[src/rtl/round_off_param_if.sv]
// Request/result bundle for the rounding stage between the alignment shifter and the packer.
interface round_off_param_if #(
  parameter int unsigned IN_W  = 64,
  parameter int unsigned OUT_W = 32,
  parameter int unsigned K_W   = 6,
  parameter int unsigned NBT_W = $clog2(OUT_W + 1)
);
  logic             start;
  logic [1:0]       mode;
  logic [IN_W-1:0]  shifted_mantissa;
  logic [K_W-1:0]   k_in;
  logic             busy;
  logic             done;
  logic [OUT_W-1:0] mantissa_out;
  logic [NBT_W-1:0] nbt_out;
  logic             inexact;
  logic             carry_out;
  logic             sat;

  modport master (
    output start, mode, shifted_mantissa, k_in,
    input  busy, done, mantissa_out, nbt_out, inexact, carry_out, sat
  );

  modport slave (
    input  start, mode, shifted_mantissa, k_in,
    output busy, done, mantissa_out, nbt_out, inexact, carry_out, sat
  );
endinterface

[src/rtl/round_off_param.sv]
// Extracts an OUT_W-bit field from an aligned mantissa, keeps the top nbt bits (set by k)
// and rounds to that width in one of four modes. Three-step sequencer, one op per 4 cycles.
module round_off_param #(
  parameter int unsigned IN_W      = 64,
  parameter int unsigned OUT_W     = 32,
  parameter int unsigned K_W       = 6,
  parameter int unsigned MSB_POS   = 61,
  parameter int unsigned BASE_BITS = 26,
  parameter int unsigned NBT_W     = $clog2(OUT_W + 1)
) (
  input logic              clk,
  input logic              rst,
  round_off_param_if.slave bus
);

  localparam int unsigned RAW_W = K_W + 2;
  localparam int unsigned POS_W = $clog2(IN_W);

  typedef enum logic [1:0] {StIdle, StAlign, StRound, StDone} state_e;

  state_e state_q, state_d;

  // Operation latched at accept time
  logic [IN_W-1:0]  mant_q;
  logic [K_W-1:0]   k_q;
  logic [1:0]       mode_q;

  // Alignment results
  logic [NBT_W-1:0] nbt_q;
  logic [OUT_W-1:0] mask_q;
  logic             guard_q;
  logic             sticky_q;
  logic             sat_q;

  // Result registers, held until the next completed op
  logic [OUT_W-1:0] mant_out_q;
  logic [NBT_W-1:0] nbt_out_q;
  logic             inexact_q;
  logic             carry_q;
  logic             sat_out_q;

  // ---------------------------------------------------------------------------
  // Sequencer
  // ---------------------------------------------------------------------------
  always_comb begin
    state_d = state_q;
    unique case (state_q)
      StIdle:  if (bus.start) state_d = StAlign;
      StAlign: state_d = StRound;
      StRound: state_d = StDone;
      StDone:  state_d = StIdle;
      default: state_d = StIdle;
    endcase
  end

  always_ff @(posedge clk or posedge rst) begin
    if (rst) begin
      state_q <= StIdle;
    end else begin
      state_q <= state_d;
    end
  end

  // ---------------------------------------------------------------------------
  // Alignment: kept-bit count, mask, guard and sticky
  // ---------------------------------------------------------------------------
  logic signed [RAW_W-1:0] k_ext;
  logic signed [RAW_W-1:0] raw_nbt;
  logic [NBT_W-1:0]        nbt_d;
  logic                    sat_d;
  logic [POS_W-1:0]        gpos;
  logic [IN_W-1:0]         below_mask;
  logic [OUT_W-1:0]        mask_d;
  logic                    guard_d;
  logic                    sticky_d;

  always_comb begin
    k_ext   = $signed({{2{k_q[K_W-1]}}, k_q});
    raw_nbt = '0;
    nbt_d   = '0;
    sat_d   = 1'b0;
    // Negative k keeps one extra bit relative to the positive branch
    if (k_q[K_W-1]) begin
      raw_nbt = $signed(RAW_W'(BASE_BITS)) + $signed(RAW_W'(1)) + k_ext;
    end else begin
      raw_nbt = $signed(RAW_W'(BASE_BITS)) - k_ext;
    end
    if (raw_nbt[RAW_W-1]) begin
      nbt_d = '0;
      sat_d = 1'b1;
    end else if (raw_nbt > $signed(RAW_W'(OUT_W))) begin
      nbt_d = NBT_W'(OUT_W);
      sat_d = 1'b1;
    end else begin
      nbt_d = NBT_W'(raw_nbt);
    end
    // Guard sits one below the kept LSB; at nbt==OUT_W this falls just under the field
    gpos       = POS_W'(MSB_POS) - POS_W'(nbt_d);
    mask_d     = ~({OUT_W{1'b1}} >> nbt_d);
    guard_d    = mant_q[gpos];
    below_mask = (IN_W'(1) << gpos) - IN_W'(1);
    sticky_d   = |(mant_q & below_mask);
  end

  // ---------------------------------------------------------------------------
  // Rounding
  // ---------------------------------------------------------------------------
  logic [OUT_W-1:0] ext;
  logic [OUT_W-1:0] kept;
  logic [NBT_W-1:0] lsb_sh;
  logic [OUT_W:0]   weight;
  logic             kept_lsb;
  logic             incr;
  logic [OUT_W:0]   sum;

  always_comb begin
    ext    = mant_q[MSB_POS -: OUT_W];
    kept   = ext & mask_q;
    lsb_sh = NBT_W'(OUT_W) - nbt_q;
    // At nbt==0 the weight lands on bit OUT_W, so the kept LSB reads as 0 and any
    // increment shows up purely as carry
    weight   = (OUT_W + 1)'(1) << lsb_sh;
    kept_lsb = |(kept & weight[OUT_W-1:0]);
    incr     = 1'b0;
    unique case (mode_q)
      2'b00:   incr = 1'b0;
      2'b01:   incr = guard_q & (sticky_q | kept_lsb);
      2'b10:   incr = guard_q;
      2'b11:   incr = guard_q | sticky_q;
      default: incr = 1'b0;
    endcase
    sum = {1'b0, kept} + (incr ? weight : '0);
  end

  // ---------------------------------------------------------------------------
  // Datapath registers
  // ---------------------------------------------------------------------------
  always_ff @(posedge clk or posedge rst) begin
    if (rst) begin
      mant_q     <= '0;
      k_q        <= '0;
      mode_q     <= '0;
      nbt_q      <= '0;
      mask_q     <= '0;
      guard_q    <= 1'b0;
      sticky_q   <= 1'b0;
      sat_q      <= 1'b0;
      mant_out_q <= '0;
      nbt_out_q  <= '0;
      inexact_q  <= 1'b0;
      carry_q    <= 1'b0;
      sat_out_q  <= 1'b0;
    end else begin
      if (state_q == StIdle && bus.start) begin
        mant_q <= bus.shifted_mantissa;
        k_q    <= bus.k_in;
        mode_q <= bus.mode;
      end
      if (state_q == StAlign) begin
        nbt_q    <= nbt_d;
        mask_q   <= mask_d;
        guard_q  <= guard_d;
        sticky_q <= sticky_d;
        sat_q    <= sat_d;
      end
      if (state_q == StRound) begin
        mant_out_q <= sum[OUT_W-1:0] & mask_q;
        carry_q    <= sum[OUT_W];
        inexact_q  <= guard_q | sticky_q;
        nbt_out_q  <= nbt_q;
        sat_out_q  <= sat_q;
      end
    end
  end

  assign bus.busy         = (state_q != StIdle);
  assign bus.done         = (state_q == StDone);
  assign bus.mantissa_out = mant_out_q;
  assign bus.nbt_out      = nbt_out_q;
  assign bus.inexact      = inexact_q;
  assign bus.carry_out    = carry_q;
  assign bus.sat          = sat_out_q;

endmodule
[src/flat_wrapper.sv]
// flat-port wrapper written by rule: the top's interface ports become plain ports
module round_off_param_flat 
#(
  parameter int unsigned IN_W      = 64,
  parameter int unsigned OUT_W     = 32,
  parameter int unsigned K_W       = 6,
  parameter int unsigned MSB_POS   = 61,
  parameter int unsigned BASE_BITS = 26,
  parameter int unsigned NBT_W     = $clog2(OUT_W + 1)
)
  (clk, rst, bus_start, bus_mode, bus_shifted_mantissa, bus_k_in, bus_busy, bus_done, bus_mantissa_out, bus_nbt_out, bus_inexact, bus_carry_out, bus_sat);
  round_off_param_if #(.IN_W(IN_W), .OUT_W(OUT_W), .K_W(K_W), .NBT_W(NBT_W)) bus_i ();
  input logic clk;
  input logic rst;
  input wire logic [$bits(bus_i.start)-1:0] bus_start;
  input wire logic [$bits(bus_i.mode)-1:0] bus_mode;
  input wire logic [$bits(bus_i.shifted_mantissa)-1:0] bus_shifted_mantissa;
  input wire logic [$bits(bus_i.k_in)-1:0] bus_k_in;
  output wire logic [$bits(bus_i.busy)-1:0] bus_busy;
  output wire logic [$bits(bus_i.done)-1:0] bus_done;
  output wire logic [$bits(bus_i.mantissa_out)-1:0] bus_mantissa_out;
  output wire logic [$bits(bus_i.nbt_out)-1:0] bus_nbt_out;
  output wire logic [$bits(bus_i.inexact)-1:0] bus_inexact;
  output wire logic [$bits(bus_i.carry_out)-1:0] bus_carry_out;
  output wire logic [$bits(bus_i.sat)-1:0] bus_sat;
  assign bus_i.start = bus_start;
  assign bus_i.mode = bus_mode;
  assign bus_i.shifted_mantissa = bus_shifted_mantissa;
  assign bus_i.k_in = bus_k_in;
  assign bus_busy = bus_i.busy;
  assign bus_done = bus_i.done;
  assign bus_mantissa_out = bus_i.mantissa_out;
  assign bus_nbt_out = bus_i.nbt_out;
  assign bus_inexact = bus_i.inexact;
  assign bus_carry_out = bus_i.carry_out;
  assign bus_sat = bus_i.sat;
  round_off_param #(.IN_W(IN_W), .OUT_W(OUT_W), .K_W(K_W), .MSB_POS(MSB_POS), .BASE_BITS(BASE_BITS), .NBT_W(NBT_W)) u_core (.clk(clk), .rst(rst), .bus(bus_i));
endmodule
[config.mk]
export PLATFORM = sky130hd
export DESIGN_NAME = round_off_param_flat
export DESIGN_NICKNAME = d
export VERILOG_FILES = /design/src/rtl/round_off_param_if.sv /design/src/rtl/round_off_param.sv /design/src/flat_wrapper.sv
export SDC_FILE = /design/constraint.sdc
export NUM_CORES = 1
export LEC_CHECK = 0
export CORE_ASPECT_RATIO = 0.5
export CORE_MARGIN = 2
export CORE_UTILIZATION = 57
export CTS_CLUSTER_DIAMETER = 120
export DETAILED_ROUTE_END_ITERATION = 8
export HOLD_SLACK_MARGIN = 0.03
export PLACE_DENSITY = 0.81
export SYNTH_ARGS = -nofsm -noshare
export SYNTH_HDL_FRONTEND = slang
export SYNTH_SLANG_ARGS = --single-unit
[constraint.sdc]
create_clock -name clk -period 7 [get_ports clk]
set_input_delay 2.1 -clock clk [delete_from_list [all_inputs] [get_ports clk]]
set_output_delay 2.1 -clock clk [all_outputs]
set_load 0.005 [all_outputs]
==> impl_summary.md <==
Die
The die height is roughly 100 um. Measured along the x axis, the die boundary spans around 200 um. The overall die area is a little under 20000 um2. The number of top-level pins is about 120. The initial core utilization is 0.579. The core box area is 18300 um2. In this run the core area contains 35 standard-cell rows.

Run
The tool flagged a number of max-cap violations equal to 0.

Synthesis
The proportion of synthesized flip-flops having asynchronous set or reset is 1.00. Yosys printed 0 warnings. After synthesis, the mean cell area works out to ~9.0 um2.

The library cell occupying the most area in the post-synthesis netlist is dfrtp_1. Of the post-synthesis cell area, the dominant cell type holds 0.366. The number of flip-flops and latches in the synthesized netlist is around 160. The synthesized netlist occupies a cell area of 10600 um2. After synthesis, the netlist uses 99 different library cells.

By area the synthesized netlist is led by dfrtp_1 (37%), mux2_2 (9.3%), ha_1 (5.0%). The most used flip-flop cell after synthesis is dfrtp_1. The fraction of the yosys area taken by sequential cells is 0.366. Counting flops with a built-in enable in the synthesized netlist gives 0. Synthesis produced between 1000 and 1500 cells.

Clock tree
The H-tree level count is 4. The number of setup buffers added after CTS is 0. The post-CTS clock slew at the launch and capture registers of the worst setup and hold paths is 70 ps. The tree is rooted in a clkbuf_16. The source-to-sink clock delay at the later pin of the worst-skew pair is between 400 and 500 ps.

The number of buffers created by CTS is 17. The cts-stage hold buffer count is 0. Once the clock tree was built, the resizer swapped 0 gates to a different size.

The number of sinks handled by clock tree synthesis is 155. In this run the deepest clock path goes through 2 buffers. The CTS tree is done.

Timing
The number of failing setup endpoints in the final timing report is 0. The max-slew violation total from the final report is 0. For the final routed database, the setup TNS stands at 0 ps. In this run the tightest slew margin relative to its limit is 0.228. Setup repair after global routing left no endpoint under its margin. The transition time at the pin with the least slew margin is approximately 1200 ps. Setup slack closes at around 700 ps. Across the routed clock network, the largest skew measured is ~17 ps.

The number of failing hold endpoints at the final stage came to 0. The worst path in the final design needs a cycle of 6320 ps, including I/O delays and setup. The share of the clock period used by the worst path is 0.902. The highest achievable clock rate is 0.158 GHz.

Global routing
The number of global-route vias before repair was approximately 9700. The met2 layer usage reported by global route is 0.553. For met1 alone, demand over resource in global routing was 0.524. The largest net degree at the start of global routing is 72. For this run, global-route usage on met3 was measured as 0.0843. In the global route stage, overall resource usage came out at 0.365. The layer flagged by global routing as most heavily used is met2. The wire length of the first global-routing pass is ~55 mm. The initial antenna violation count is 1. The global-route congestion overflow total is 0.

Placement
OpenSTA, run right after detailed placement, puts the worst setup slack at roughly 540 ps. During placement, the flow inserted port buffers numbering between 100 and 150. Routability-driven placement finished with a final weighted congestion of between 1 and 1.5.

Summed over all nets, the half-perimeter wirelength after detailed placement is between 20 and 30 mm.

Route
The first detailed-routing pass took 6 iterations. The aggregate routed wire length is ~35 mm. The routed length per instance is about 23 um.

The via density per instance is 6.47. The final routed DRC violation total is 0. The final route contains 9926 vias. For this block, the initial DRC count from the detailed router was 1081. Once detail routing completed, the nets flagged for antenna violations numbered 0.

Finish
From synthesis to final layout, the design area changed by 18.3%. After the last flow step, the layout net total stands at around 1400. Measured on the finished design, the core utilization comes to 0.685. Of the cells placed in the final design, the portion with a size suffix greater than 1 is 0.143.

Outcome
The run finished with clean final reports.

Worst setup path
The critical path goes through nor4_2, xnor2_1, mux2i_1, nor4_1, o21ai_0, nand4_1, a21o_1, a32o_1, nand3_1, nor2_1, fa_1, a21oi_1, o21bai_1, a2111oi_0, o21ai_0, a21oi_1, o21ai_0, a31oi_1, o21ai_0, a31oi_1, xor2_1, mux2_2. The element type at the critical path start is a register. The data arrival at the endpoint of the critical path is 6640 ps.

The largest single stage delay on the critical path is around 730 ps. The worst setup path is of the reg -> reg kind. For this design, the slowest cell found on the critical path is nor4_2.

STA puts the critical path data required time at 7320 ps. On the critical path the largest part of the delay comes from compound AO/OA/AOI/OAI gates. Of all nets on the critical path, the largest fanout is 14. For flop-to-flop paths, the worst setup slack is 680 ps. The most numerous cell type found on the critical path is o21ai_0.

Together, buffers and inverters on the worst path number 0. The endpoint class of the critical path is a register.

Hold path
The class of the worst hold path is reg -> reg.
layout make-up:
class,instances,area (um2)
multi-input combinational,895,6200
fill,1451,5760
tap,240,300
clock inverter,13,108
clock buffer,19,443
timing repair buffer,139,1340
sequential,155,3880
antenna,1,2.50
inverter,71,277
cells in the final DEF, fill, tap and decap left out, drive strengths merged, types with 5 or more instances in the layout:
cell           count
a221oi             7
a22o               6
a211oi             9
mux2i             17
a31oi             17
a21o              23
or2                7
inv               75
o21bai             8
and2              25
a21oi             75
o22ai             11
o211ai             8
xnor2             24
nor3              27
clkbuf            19
and3               8
clkdlybuf4s50    117
nor2             106
nand2             89
o22a               9
nand3             65
mux2              88
or3                7
nor4              13
a2111oi            9
clkinv             5
xor2              19
o21a               7
dfrtp            155
nand2b            11
nand4             13
o21ai             78
ha                42
buf               22
stage by stage:
stage | cell area (um2) | hold WS [ps] | instances
after CTS | 12500 | 510 | 1532
after global routing | 12500 | 523 | 1532
after detailed placement | 12000 | 494 | 1500
final | 12500 | 510 | 1533
after floorplan | 10600 | 479 | 1174
after global placement | 12000 | 490 | 1500
cell usage after synthesis (23+ instances only):
cell type  count
xnor2_1       23
a21oi_1       74
dfrtp_1      155
nor2_1       100
clkbuf_1      33
nand2_1       88
nor3_1        23
mux2_2        88
nand3_1       65
o21ai_0       74
ha_1          42
inv_1         69
and2_1        24
worst reg2reg max path, cell delays in order, from the launching register on:
cell	delay, ps
dfrtp_1	560
nor4_2	730
xnor2_1	220
mux2i_1	210
nor4_1	70
o21ai_0	190
nand4_1	120
a21o_1	210
a32o_1	290
nand3_1	300
nor2_1	140
fa_1	440
a21oi_1	180
o21bai_1	130
a2111oi_0	700
o21ai_0	260
a21oi_1	320
o21ai_0	150
a31oi_1	320
o21ai_0	120
a31oi_1	220
xor2_1	90
mux2_2	260
cell families (layout without fill, tap and decap cells):
group	after synthesis	after routing	synth area share
and+or+nand+nor	386	386	0.178
xor gates and xnor gates	44	44	0.0383
muxes	105	105	0.109
DFF	155	155	0.366
AOI/OAI and AO/OA	315	315	0.205
other	1	3	0.000354
adders and majority gates	43	43	0.0514
buffers and inverters	124	242	0.0517
flip-flops by register name, indices dropped and copies added (netlist names):
name and count:
u_core.bus.nbt_out 6, u_core.sticky_q 1, u_core.sat_q 1, u_core.bus.carry_out 1, u_core.guard_q 1, u_core.bus.sat 1, u_core.bus.inexact 1, u_core.mask_q 32
u_core.state_q 2, u_core.mode_q 2, u_core.mant_q 64, u_core.k_q 6, u_core.bus.mantissa_out 32, u_core.nbt_q 5
layer usage:
metal,wire [um],share of wire
met5,0,0
met4,714,0.020
met3,3940,0.11
met2,14900,0.42
met1,15600,0.44
final timing paths:
| kind | from | endpoint | cells after the start |
|---|---|---|---|
| max in group asynchronous | rst | u_core.bus.mantissa_out[20] | 3 |
| setup reg to reg | u_core.nbt_q[1] | u_core.bus.carry_out | 22 |
| min in group asynchronous | rst | u_core.mant_q[28] | 2 |
| setup / recovery | u_core.nbt_q[1] | u_core.bus.carry_out | 22 |
| hold / removal | u_core.mant_q[1] | u_core.mant_q[1] | 1 |
| hold reg to reg | u_core.mant_q[1] | u_core.mant_q[1] | 1 |
Power is not shown: default switching activity piles up to over one toggle a cycle in this logic, so the estimate is an artifact.
